`config.mk`:
```
export PLATFORM = sky130hd
export DESIGN_NAME = instruction_cache
export DESIGN_NICKNAME = d
export VERILOG_FILES = /design/src/rtl/icache_pkg.sv /design/src/rtl/icache_line_store.sv /design/src/rtl/instruction_cache.sv
export SDC_FILE = /design/constraint.sdc
export NUM_CORES = 1
export LEC_CHECK = 0
export CAP_MARGIN = 20
export CORE_AREA = 5 5 269 271
export CTS_CLUSTER_DIAMETER = 50
export DETAILED_ROUTE_END_ITERATION = 10
export DIE_AREA = 0 0 274 276
export PLACE_DENSITY = 0.87
export SETUP_SLACK_MARGIN = 0.2
export SLEW_MARGIN = 20
export SYNTH_ARGS = -nofsm -noshare
export SYNTH_HDL_FRONTEND = slang
export SYNTH_SLANG_ARGS = --single-unit
export TNS_END_PERCENT = 50
```
`constraint.sdc`:
```
create_clock -name CLK -period 19.1 [get_ports CLK]
set_input_delay 2.865 -clock CLK [delete_from_list [all_inputs] [get_ports CLK]]
set_output_delay 2.865 -clock CLK [all_outputs]
set_load 0.02 [all_outputs]
```
`src/rtl/icache_pkg.sv`:
```
// Shared types and field widths for the direct-mapped instruction cache.
package icache_pkg;

  localparam int unsigned TAG_W   = 3;
  localparam int unsigned INDEX_W = 3;
  localparam int unsigned WORD_W  = 2;
  localparam int unsigned BLOCK_W = 128;

  // Prefixed literals keep the state names clear of the MEM_READ port name.
  typedef enum logic [1:0] {
    ST_IDLE     = 2'd0,
    ST_MEM_READ = 2'd1,
    ST_UPDATE   = 2'd2
  } icache_state_e;

endpackage

```
`src/rtl/icache_line_store.sv`:
```
// Valid/tag/data arrays: combinational read port, synchronous write port,
// valid bits cleared synchronously on reset.
module icache_line_store
  import icache_pkg::*;
#(
  parameter int unsigned NUM_LINES = 8,
  parameter int unsigned LINE_W    = BLOCK_W
) (
  input  logic               clk_i,
  input  logic               rst_i,
  input  logic [INDEX_W-1:0] rd_index_i,
  output logic               rd_valid_o,
  output logic [TAG_W-1:0]   rd_tag_o,
  output logic [LINE_W-1:0]  rd_data_o,
  input  logic               wr_en_i,
  input  logic [INDEX_W-1:0] wr_index_i,
  input  logic [TAG_W-1:0]   wr_tag_i,
  input  logic [LINE_W-1:0]  wr_data_i
);

  logic               valid_q [NUM_LINES];
  logic [TAG_W-1:0]   tag_q   [NUM_LINES];
  logic [LINE_W-1:0]  data_q  [NUM_LINES];

  assign rd_valid_o = valid_q[rd_index_i];
  assign rd_tag_o   = tag_q[rd_index_i];
  assign rd_data_o  = data_q[rd_index_i];

  always_ff @(posedge clk_i) begin
    if (rst_i) begin
      for (int unsigned i = 0; i < NUM_LINES; i++) begin
        valid_q[i] <= 1'b0;
      end
    end else if (wr_en_i) begin
      valid_q[wr_index_i] <= 1'b1;
    end
  end

  // Tag and data need no reset: they are only observed through a set valid bit.
  always_ff @(posedge clk_i) begin
    if (wr_en_i && !rst_i) begin
      tag_q[wr_index_i]  <= wr_tag_i;
      data_q[wr_index_i] <= wr_data_i;
    end
  end

endmodule

```
`src/rtl/instruction_cache.sv`:
```
// Direct-mapped, read-only instruction cache with a three-state fill FSM.
// Optional hit/miss counters are enabled by defining ICACHE_STATS_EN.
module instruction_cache
  import icache_pkg::*;
#(
  parameter int unsigned NUM_LINES      = 8,
  parameter int unsigned WORDS_PER_LINE = 4
) (
  input  logic         CLK,
  input  logic         RESET,
  input  logic [31:0]  PC,
  output logic [31:0]  INSTRUCTION,
  output logic         BUSYWAIT,
  output logic         MEM_READ,
  output logic [5:0]   MEM_ADDRESS,
  input  logic [127:0] MEM_READDATA,
  input  logic         MEM_BUSYWAIT
`ifdef ICACHE_STATS_EN
  ,
  output logic [15:0]  HIT_COUNT,
  output logic [15:0]  MISS_COUNT
`endif
);

  localparam int unsigned LINE_W = WORDS_PER_LINE * 32;

  icache_state_e      state_q, state_d;
  logic [TAG_W-1:0]   tag_q, tag_d;
  logic [INDEX_W-1:0] index_q, index_d;
  logic [LINE_W-1:0]  block_q, block_d;

  logic [TAG_W-1:0]   pc_tag;
  logic [INDEX_W-1:0] pc_index;
  logic [WORD_W-1:0]  pc_word;
  logic               unused_pc;

  logic               line_valid;
  logic [TAG_W-1:0]   line_tag;
  logic [LINE_W-1:0]  line_data;
  logic [WORDS_PER_LINE-1:0][31:0] line_words;
  logic               hit;

  logic               busy;
  logic               mem_rd;
  logic               wr_en;
  logic [31:0]        instr;

  assign pc_tag    = PC[9:7];
  assign pc_index  = PC[6:4];
  assign pc_word   = PC[3:2];
  assign unused_pc = ^{PC[31:10], PC[1:0]};

  icache_line_store #(
    .NUM_LINES (NUM_LINES),
    .LINE_W    (LINE_W)
  ) u_line_store (
    .clk_i      (CLK),
    .rst_i      (RESET),
    .rd_index_i (pc_index),
    .rd_valid_o (line_valid),
    .rd_tag_o   (line_tag),
    .rd_data_o  (line_data),
    .wr_en_i    (wr_en && !RESET),
    .wr_index_i (index_q),
    .wr_tag_i   (tag_q),
    .wr_data_i  (block_q)
  );

  assign line_words = line_data;
  assign hit        = line_valid && (line_tag == pc_tag);

  always_comb begin
    state_d = state_q;
    tag_d   = tag_q;
    index_d = index_q;
    block_d = block_q;
    busy    = 1'b0;
    mem_rd  = 1'b0;
    wr_en   = 1'b0;
    instr   = '0;
    case (state_q)
      ST_IDLE: begin
        if (hit) begin
          instr = line_words[pc_word];
        end else begin
          busy    = 1'b1;
          state_d = ST_MEM_READ;
          tag_d   = pc_tag;
          index_d = pc_index;
        end
      end
      ST_MEM_READ: begin
        busy   = 1'b1;
        mem_rd = 1'b1;
        if (!MEM_BUSYWAIT) begin
          block_d = MEM_READDATA[LINE_W-1:0];
          state_d = ST_UPDATE;
        end
      end
      ST_UPDATE: begin
        busy    = 1'b1;
        wr_en   = 1'b1;
        state_d = ST_IDLE;
      end
      default: state_d = ST_IDLE;
    endcase
  end

  always_ff @(posedge CLK) begin
    if (RESET) begin
      state_q <= ST_IDLE;
      tag_q   <= '0;
      index_q <= '0;
      block_q <= '0;
    end else begin
      state_q <= state_d;
      tag_q   <= tag_d;
      index_q <= index_d;
      block_q <= block_d;
    end
  end

  // Stall and memory request are held low while reset is asserted.
  assign BUSYWAIT    = busy && !RESET;
  assign MEM_READ    = mem_rd && !RESET;
  assign MEM_ADDRESS = {tag_q, index_q};
  assign INSTRUCTION = instr;

`ifdef ICACHE_STATS_EN
  logic [15:0] hit_cnt_q, hit_cnt_d;
  logic [15:0] miss_cnt_q, miss_cnt_d;

  always_comb begin
    hit_cnt_d  = hit_cnt_q;
    miss_cnt_d = miss_cnt_q;
    if (state_q == ST_IDLE) begin
      if (hit) begin
        if (hit_cnt_q != '1) hit_cnt_d = hit_cnt_q + 16'd1;
      end else begin
        if (miss_cnt_q != '1) miss_cnt_d = miss_cnt_q + 16'd1;
      end
    end
  end

  always_ff @(posedge CLK) begin
    if (RESET) begin
      hit_cnt_q  <= '0;
      miss_cnt_q <= '0;
    end else begin
      hit_cnt_q  <= hit_cnt_d;
      miss_cnt_q <= miss_cnt_d;
    end
  end

  assign HIT_COUNT  = hit_cnt_q;
  assign MISS_COUNT = miss_cnt_q;
`endif

endmodule

```
Word level (Yosys, flattened, before mapping). Memory sizes are Yosys's and may differ from the RTL's. Cells that the tools add are included.

Register bits after elaboration: 136. Bits in latches: 0. Memory bits (writable): 1056. Bits in read-only memories: 0. Input port bits: 163. Output and inout port bits: 40. Word-level logic and storage cells: 48. Memories: 3.

Memories: u_line_store.data_q (words 8, bits a word 128, read ports 1, clocked after Yosys merged registers in 0, wr ports 1, RTL line icache_line_store.sv:23) `logic [LINE_W-1:0] data_q [NUM_LINES];`; u_line_store.tag_q (words 8, bits a word 3, read ports 1, clocked after Yosys merged registers in 0, wr ports 1, RTL line icache_line_store.sv:22) `logic [TAG_W-1:0] tag_q [NUM_LINES];`; u_line_store.valid_q (words 8, bits a word 1, read ports 1, clocked after Yosys merged registers in 0, wr ports 8, RTL line icache_line_store.sv:21) `logic valid_q [NUM_LINES];`.

$add $sub $neg: 0. $mul: 0. Divide/modulo/power cells: 0. Magnitude comparators: 1. Equal/unequal tests: 5. Shift operators: 0. Mux-type cells: 21. Bitwise gates (word level): 2. Reduce and logical (&&, ||, !) cells: 12.

Operators with widths (number): 32-bit two-way mux (3); 32-bit binary-select mux with 2-bit select (1); 1-bit two-way mux (12); 2-bit AND reduction (3); 1-bit logical AND (5); 2-bit two-way mux (2); 2-bit != test, second input constant (2); 2-bit case mux with 2 select lines (1); 3-bit == test (1); 2-bit by 3-bit < comparator with 1-bit output, second input constant (1); 3-bit two-way mux (1); 2-bit by 1-bit == test with 1-bit output, second input constant (1); 2-bit == test, second input constant (1); 2-bit zero test (1); 1-bit NOT (2); 1-bit case mux with 2 select lines (1); 2-bit OR reduction (1); 1-bit zero test (1); 1-bit OR reduction (1).

Depth between registers and ports, before layout.
Depth after elaboration: 8. Depth in mapped cells: 9. Mapped depth without buffers: 6.

By module. Synthesis repeated with hierarchy kept, for this count alone.

Cell total of the unflattened synthesis: 2236. Area, all modules: 46160.5 µm².

Modules (own cells, without submodules): icache_line_store (times used 1, cells an instance 1557, area each 40308.7 µm², seq. area each 31630.3 µm²); instruction_cache (times used 1, cells an instance 679, area each 5851.9 µm², seq. area each 2722.6 µm²).

Worst setup path before layout. Ideal clock, no wire load.

Kind: input port to flip-flop. From: in RESET. To: mem u_line_store.data_q[2][0] in the netlist's numbering (enable). Setup time: 0.784 ns. Arrival: 12.152 ns. Data required time: 18.316 ns. Path slack: 6.164 ns. Stages: 4. Buffers on the path: 1. Path through: clkbuf_1 inv_2 nand3_1 nor3_1.

Cells in the longest elaborated chain, start to end: 5.

RTL lines: from (decl) (RTL line instruction_cache.sv:10) `input logic RESET,`; 1-bit zero test * (RTL line icache_line_store.sv:41, instruction_cache.sv:63); 1-bit logical AND (RTL line instruction_cache.sv:63) `.wr_en_i (wr_en && !RESET),`; 1-bit logical AND * (RTL line icache_line_store.sv:41) `if (wr_en_i && !rst_i) begin`; 1-bit two-way mux * (RTL line icache_line_store.sv:41); 1-bit two-way mux (implied by the code) * (RTL line icache_line_store.sv:43) `data_q[wr_index_i] <= wr_data_i;`; to (decl) (RTL line icache_line_store.sv:23).

Mark *: on every way between the ends. The rest lies on a longest branch, timed or not.

Final worst setup path.
From: in PC[4]. To: out INSTRUCTION[10].

Cells in the longest elaborated chain, start to end: 5. Elaborated cells between the ends (all ways): 9. Those cells by class: eq/ne (1); mux (4); reduce/logical (1); memory (3).

RTL lines: from (decl) (RTL line instruction_cache.sv:11) `input logic [31:0] PC,`; memory read 8 x 128 bit / memory read 8 x 3 bit (equally long branches); 32-bit binary-select mux with 2-bit select / 3-bit == test (equally long branches) (RTL line instruction_cache.sv:84, instruction_cache.sv:70); 32-bit two-way mux (implied by the code) / 1-bit logical AND (equally long branches) (RTL line instruction_cache.sv:84, instruction_cache.sv:70); 32-bit two-way mux * (RTL line instruction_cache.sv:83) `if (hit) begin`; 32-bit two-way mux * (RTL line instruction_cache.sv:81) `case (state_q)`; to (decl) (RTL line instruction_cache.sv:12) `output logic [31:0] INSTRUCTION,`.

Mark *: on every way between the ends. The rest lies on a longest branch, timed or not. The select of a mux whose other input is x is not followed.

==> impl_metrics.ini <==
[clock_network]
cts_htree_levels = 3
cts_tree = done
cts_buffers = 115
cts_sinks = 1192
cts_resized = 0
cts_post_setup_buffers_inserted = 0
path_clk_slew_ps = 60
cts_root_buf = clkbuf_16
clk_path_buf_depth = 3
clkLatencyLatePin_ps = 680
holdBufCountCts = 0

[sta]
tns_ps = 0
setup_viol = 0
rsz0062_at_grt = no
maxSlewViolCount = 0
min_period_ps = 10020
fmax_mhz = 99.8
slew-limit-headroom_pct = 20.3
worst_pin_slew_ps = 1200
fin_crit_sh_pct = 52.5
hold_viol = 0
fin_skew_ps = 21.9

[yosys]
ys_async_sr_fraction_pct = 0
synth_commonest_cells = 1,048 x edfxtp_1, 324 x mux4_2, 273 x nand2_1
ys_seq_elements = 1192
synth_area_sq_um = 44900
synth_fp_nets = 2345
synthCells = 2177
yosysTopAreaCell = edfxtp_1
synth_edf_count = 1048
yosysTopAreaCellShare_pct = 70.1
ys_top_cells_by_area = edfxtp_1 70%, mux4_2 16%, dfxtp_1 6.4%
synthDistinctLibCells = 34
ys.flop_type = edfxtp_1
ys_warn_count = 0
syn_avg_cell_area_sq_um = 20.6
yosysSeqAreaShare_pct = 76.5
yosysMostFrequentCell = edfxtp_1

[placement]
io_buffers = 178
dpl.cell_count = 3193
post_dp_cell_area_sq_um = 47600
place_congestion = 0.745
hpwlAfterDp_mm = 52.1

[floorplanning]
start_util_pct = 64.6
fp-row-count = 97
die-height_um = 276
ios = 203
die_area_sq_um = 75600
coreArea_sq_um = 69500
die_w_um = 274

[critical_path]
crit_path_start_kind = primary input
cpMaxStageDelayCell = buf_6
crit_fanout = 84
crit_required_ps = 16230
crit_family = buffers and inverters
crit_chain = buf_8 -> buf_12 -> buf_16 -> buf_6 -> mux4_2 -> mux4_2 -> mux2i_1 -> nor2_1 -> clkdlybuf4s50_1
crit_top_cell = mux4_2
cp.arrival_ps = 7160
cp_slowest_stage_delay_ps = 660
r2r_start = state_q[0]$_SDFFE_PP0P_
crit_type = in2out
path_buf_inv = 5
crit_path_end_kind = output port
startpoint = PC[4]

[routing]
drt-pass1-iter-count = 5
drcViolationCount = 0
ant_nets = 0
wl_per_cell_um = 31.2
vias = 22700
drt_iter0_markers = 3090
drt_wl_total_mm = 107
avgViaCountPerCell = 6.65

[global_route]
grt_max_degree = 133
overflow = 0
track_usage_pct = 28.2
first_global_vias = 24000
grt_pass1_wl_mm = 156
antenna_found_initial = 2

[pwr]
cellPowerDensity_nw_per_um2 = 109
irDropWorstVdd_uv = 106
leakage_uw = 0.0163
p_total_uw = 5630

[worst_hold_path]
hp-class = reg2reg
min-delay-start = u_line_store.valid_q[0]$_DFF_P_

[final_layout]
final_nets = 2540
stdcell_area_sq_um = 51700
syn2layout_area_growth_pct = 15.1
layout-drive-gt1-share_pct = 22.4
stdcell_count = 3415

[flow_run]
max_cap_viol_count = 0

[status]
status = completed
final timing paths:
| check | cells after the start | slack, ps | end |
|---|---|---|---|
| max reg2reg | 6 | 15300 | u_line_store.data_q[3][102]$_DFFE_PP_ |
| min | 1 | 460 | u_line_store.valid_q[0]$_DFF_P_ |
| min reg2reg | 1 | 460 | u_line_store.valid_q[0]$_DFF_P_ |
| max | 9 | 9080 | INSTRUCTION[10] |
cells in the final DEF (no fill, tap or decap), drive strengths merged, types with 2 or more instances in the layout:
master / count
clkdlybuf4s50: 172
a21oi: 129
clkinv: 38
edfxtp: 1048
clkbuf: 154
inv: 10
xnor2: 2
a21o: 8
ha: 5
nand3b: 2
nand2: 273
mux2i: 48
nor2: 39
nor2b: 3
nand2b: 3
bufinv: 16
nor3: 2
nor3b: 2
mux2: 3
buf: 34
dfxtp: 144
mux4: 324
clkinvlp: 5
sequential cells by signal (all words and copies together), names as in the netlist:
name and cells:
u_line_store.tag_q 24, block_q 128, u_line_store.data_q 1024, index_q 3, u_line_store.valid_q 8, tag_q 3
state_q 2
per-stage QoR:
step                      setup slack, ps  util (%)  hold WS [ps]
after floorplan                      6160         -           421
after global placement               8880      68.5           428
after detailed placement             8820      68.5           443
after CTS                            8790      74.2           454
after global routing                 8670      74.3           484
final                                9080      74.3           458
cell families (layout without fill, tap and decap cells):
| family | Yosys count | after routing | share of synthesized area (%) |
|---|---|---|---|
| flops | 1192 | 1192 | 76.5 |
| mux | 375 | 375 | 17.4 |
| simple gates | 328 | 328 | 2.83 |
| compound gates | 142 | 142 | 1.67 |
| buf+inv | 132 | 429 | 1.38 |
| fa+ha+maj | 5 | 5 | 0.139 |
| xor+xnor | 3 | 3 | 0.0585 |
| other cells | 0 | 1 | 0 |
routing by layer:
metal / vias to the layer above / track usage [%] / part of all wire, %
li1: 9183 / - / -
met1: 11800 / 37.5 / 34
met2: 1503 / 46.2 / 52
met3: 254 / 6.03 / 9.6
met4: 2 / 12.2 / 4.5
met5: - / 0 / 0.012
layout make-up:
| class | count | area, sq um |
|---|---|---|
| timing repair buffer | 206 | 2130 |
| tap | 940 | 1180 |
| inverter | 4 | 15.0 |
| multi-input combinational | 853 | 9990 |
| fill | 3529 | 17900 |
| clock buffer | 154 | 3130 |
| sequential | 1192 | 34400 |
| antenna | 1 | 2.50 |
| clock inverter | 65 | 847 |
power breakdown:
| group | switching (uW) | internal (uW) | leakage (uW) |
|---|---|---|---|
| logic | 172 | 137 | 0.00383 |
| registers | 57.7 | 2900 | 0.0105 |
| clock network | 989 | 1380 | 0.00194 |
| total | 1220 | 4410 | 0.0163 |
Power figures use the tool's default switching activity.
==> variant (same settings) <==
Encoding of `icache_state_e`: now one-hot (3 bits for 3 states).
--- a/src/rtl/icache_pkg.sv
+++ b/src/rtl/icache_pkg.sv
@@ -7,10 +7,10 @@
   localparam int unsigned BLOCK_W = 128;
 
   // Prefixed literals keep the state names clear of the MEM_READ port name.
-  typedef enum logic [1:0] {
-    ST_IDLE     = 2'd0,
-    ST_MEM_READ = 2'd1,
-    ST_UPDATE   = 2'd2
+  typedef enum logic [2:0] {
+    ST_IDLE     = 3'b001,
+    ST_MEM_READ = 3'b010,
+    ST_UPDATE   = 3'b100
   } icache_state_e;
 
 endpackage
Formal check against the unedited RTL: same outputs for any inputs over 4 cycles, from zero or initial values and one cycle with RESET high; so few cycles prove little.
==> variant against the original RTL <==
Non-clock buffer count shrank 1. Setup slack got worse by 960 ps. Sequential share of layout area grew 0.41 points. Final cell count decreased by 0.53%. Critical path depth unchanged. Area after synthesis decreased by 0.20%. Sequential cell count grew 1. Total power decreased by 4.9%. Wire length grew 2.5%. Clock skew up 17 ps. Cell area decreased by 0.55%. Count of clock-buffer cells in the layout is 6 lower.
==> variant: results (changes against the original RTL) <==
Max-slew headroom 27.2% (+6.9 points); Mapped Area 44800 µm² (-0.20%); Peak VDD IR 116 µV (+9.6%); reg2reg end u_line_store.data_q[0][106]; dpl ws 8220 ps (-599 ps); Gate Count Post-Synth 2169 (-0.37%); CP max FO 67 (-20%); Yosys cell types 26 (-24%); Arr. time, crit path 8120 ps (+960 ps); Total Power 0.00536 W (-4.9%); diode count 0 (-1); FF-to-FF Start state_q[2]; Pleak 15.4 nW (-5.4%); slowest cell on the critical path nor4_2; most frequent cell after synthesis edfxtp_1; top cells by area, synth edfxtp_1 70%, mux4_2 16%, dfxtp_1 6.5%, nand2_1 2.3%, a21oi_1 1.4%; post-synthesis sequential area ratio 76.7% (+0.20 points); fin nets 2522 (-0.71%); status completed; Post-Syn Nets 2332 (-0.55%); Hold Path Sink u_line_store.valid_q[6]; xor/xnor cell area share of the yosys netlist 0.0586% (+0.00012 points); worst r2r path cells 5 (-1); sw power 0.00112 W (-8.0%); # fillers 3589 (+1.7%); mux contribution to synthesized area 17.5% (+0.077 points); peak per-stage delay on the critical path 930 ps (+270 ps); GPL Wtd Cong 0.703 (-5.7%); area fraction in compound gates after synthesis 1.62% (-0.052 points); initial DRC count 2599 (-16%); Placed Cells 3185 (-0.25%); cts bufs inserted 111 (-3.5%); R2R Setup Slk 15540 ps (+240 ps); share of cells above drive strength 1 22.2% (-0.21 points); Vias/cell 6.62 (-0.36%); combinational share of power 4.2% (-1.3 points); Non-Filler Instances 3397 (-0.53%); Adder-Cell Fraction of Synth Area 0% (-0.14 points); Commonest cells post-synth 1048 x edfxtp_1, 325 x mux4_2, 271 x nand2_1; number of global-route vias before repair 23.9k (-0.49%); min-delay src u_line_store.valid_q[6]
-- variant: worst max path at each step --
stage                                            to  cells after the start
final                               INSTRUCTION[16]                      9
after global routing                INSTRUCTION[16]                      9
after CTS                           INSTRUCTION[31]                      9
after detailed placement             INSTRUCTION[7]                      9
after global placement              INSTRUCTION[20]                      9
after floorplan           u_line_store.data_q[1][0]                      5
-- variant: layer usage --
metal  vias up  track usage [%]  wire (µm)
met5         -                0          0
met4         0             14.1       6140
met3       277             6.43      10200
met2      1467             47.7      56400
met1     11600             37.1      36500
li1       9132                -          -
-- variant: final cells by class --
| class | instances | area, µm² | area share (%) |
|---|---|---|---|
| Multi-Input combinational cell | 846 | 9930 | 19.3 |
| Tap cell | 940 | 1180 | 2.29 |
| Clock buffer | 148 | 3120 | 6.08 |
| Sequential cell | 1193 | 34400 | 66.9 |
| Inverter | 2 | 7.51 | 0.0146 |
| Timing Repair Buffer | 205 | 2100 | 4.09 |
| Clock inverter | 63 | 657 | 1.28 |
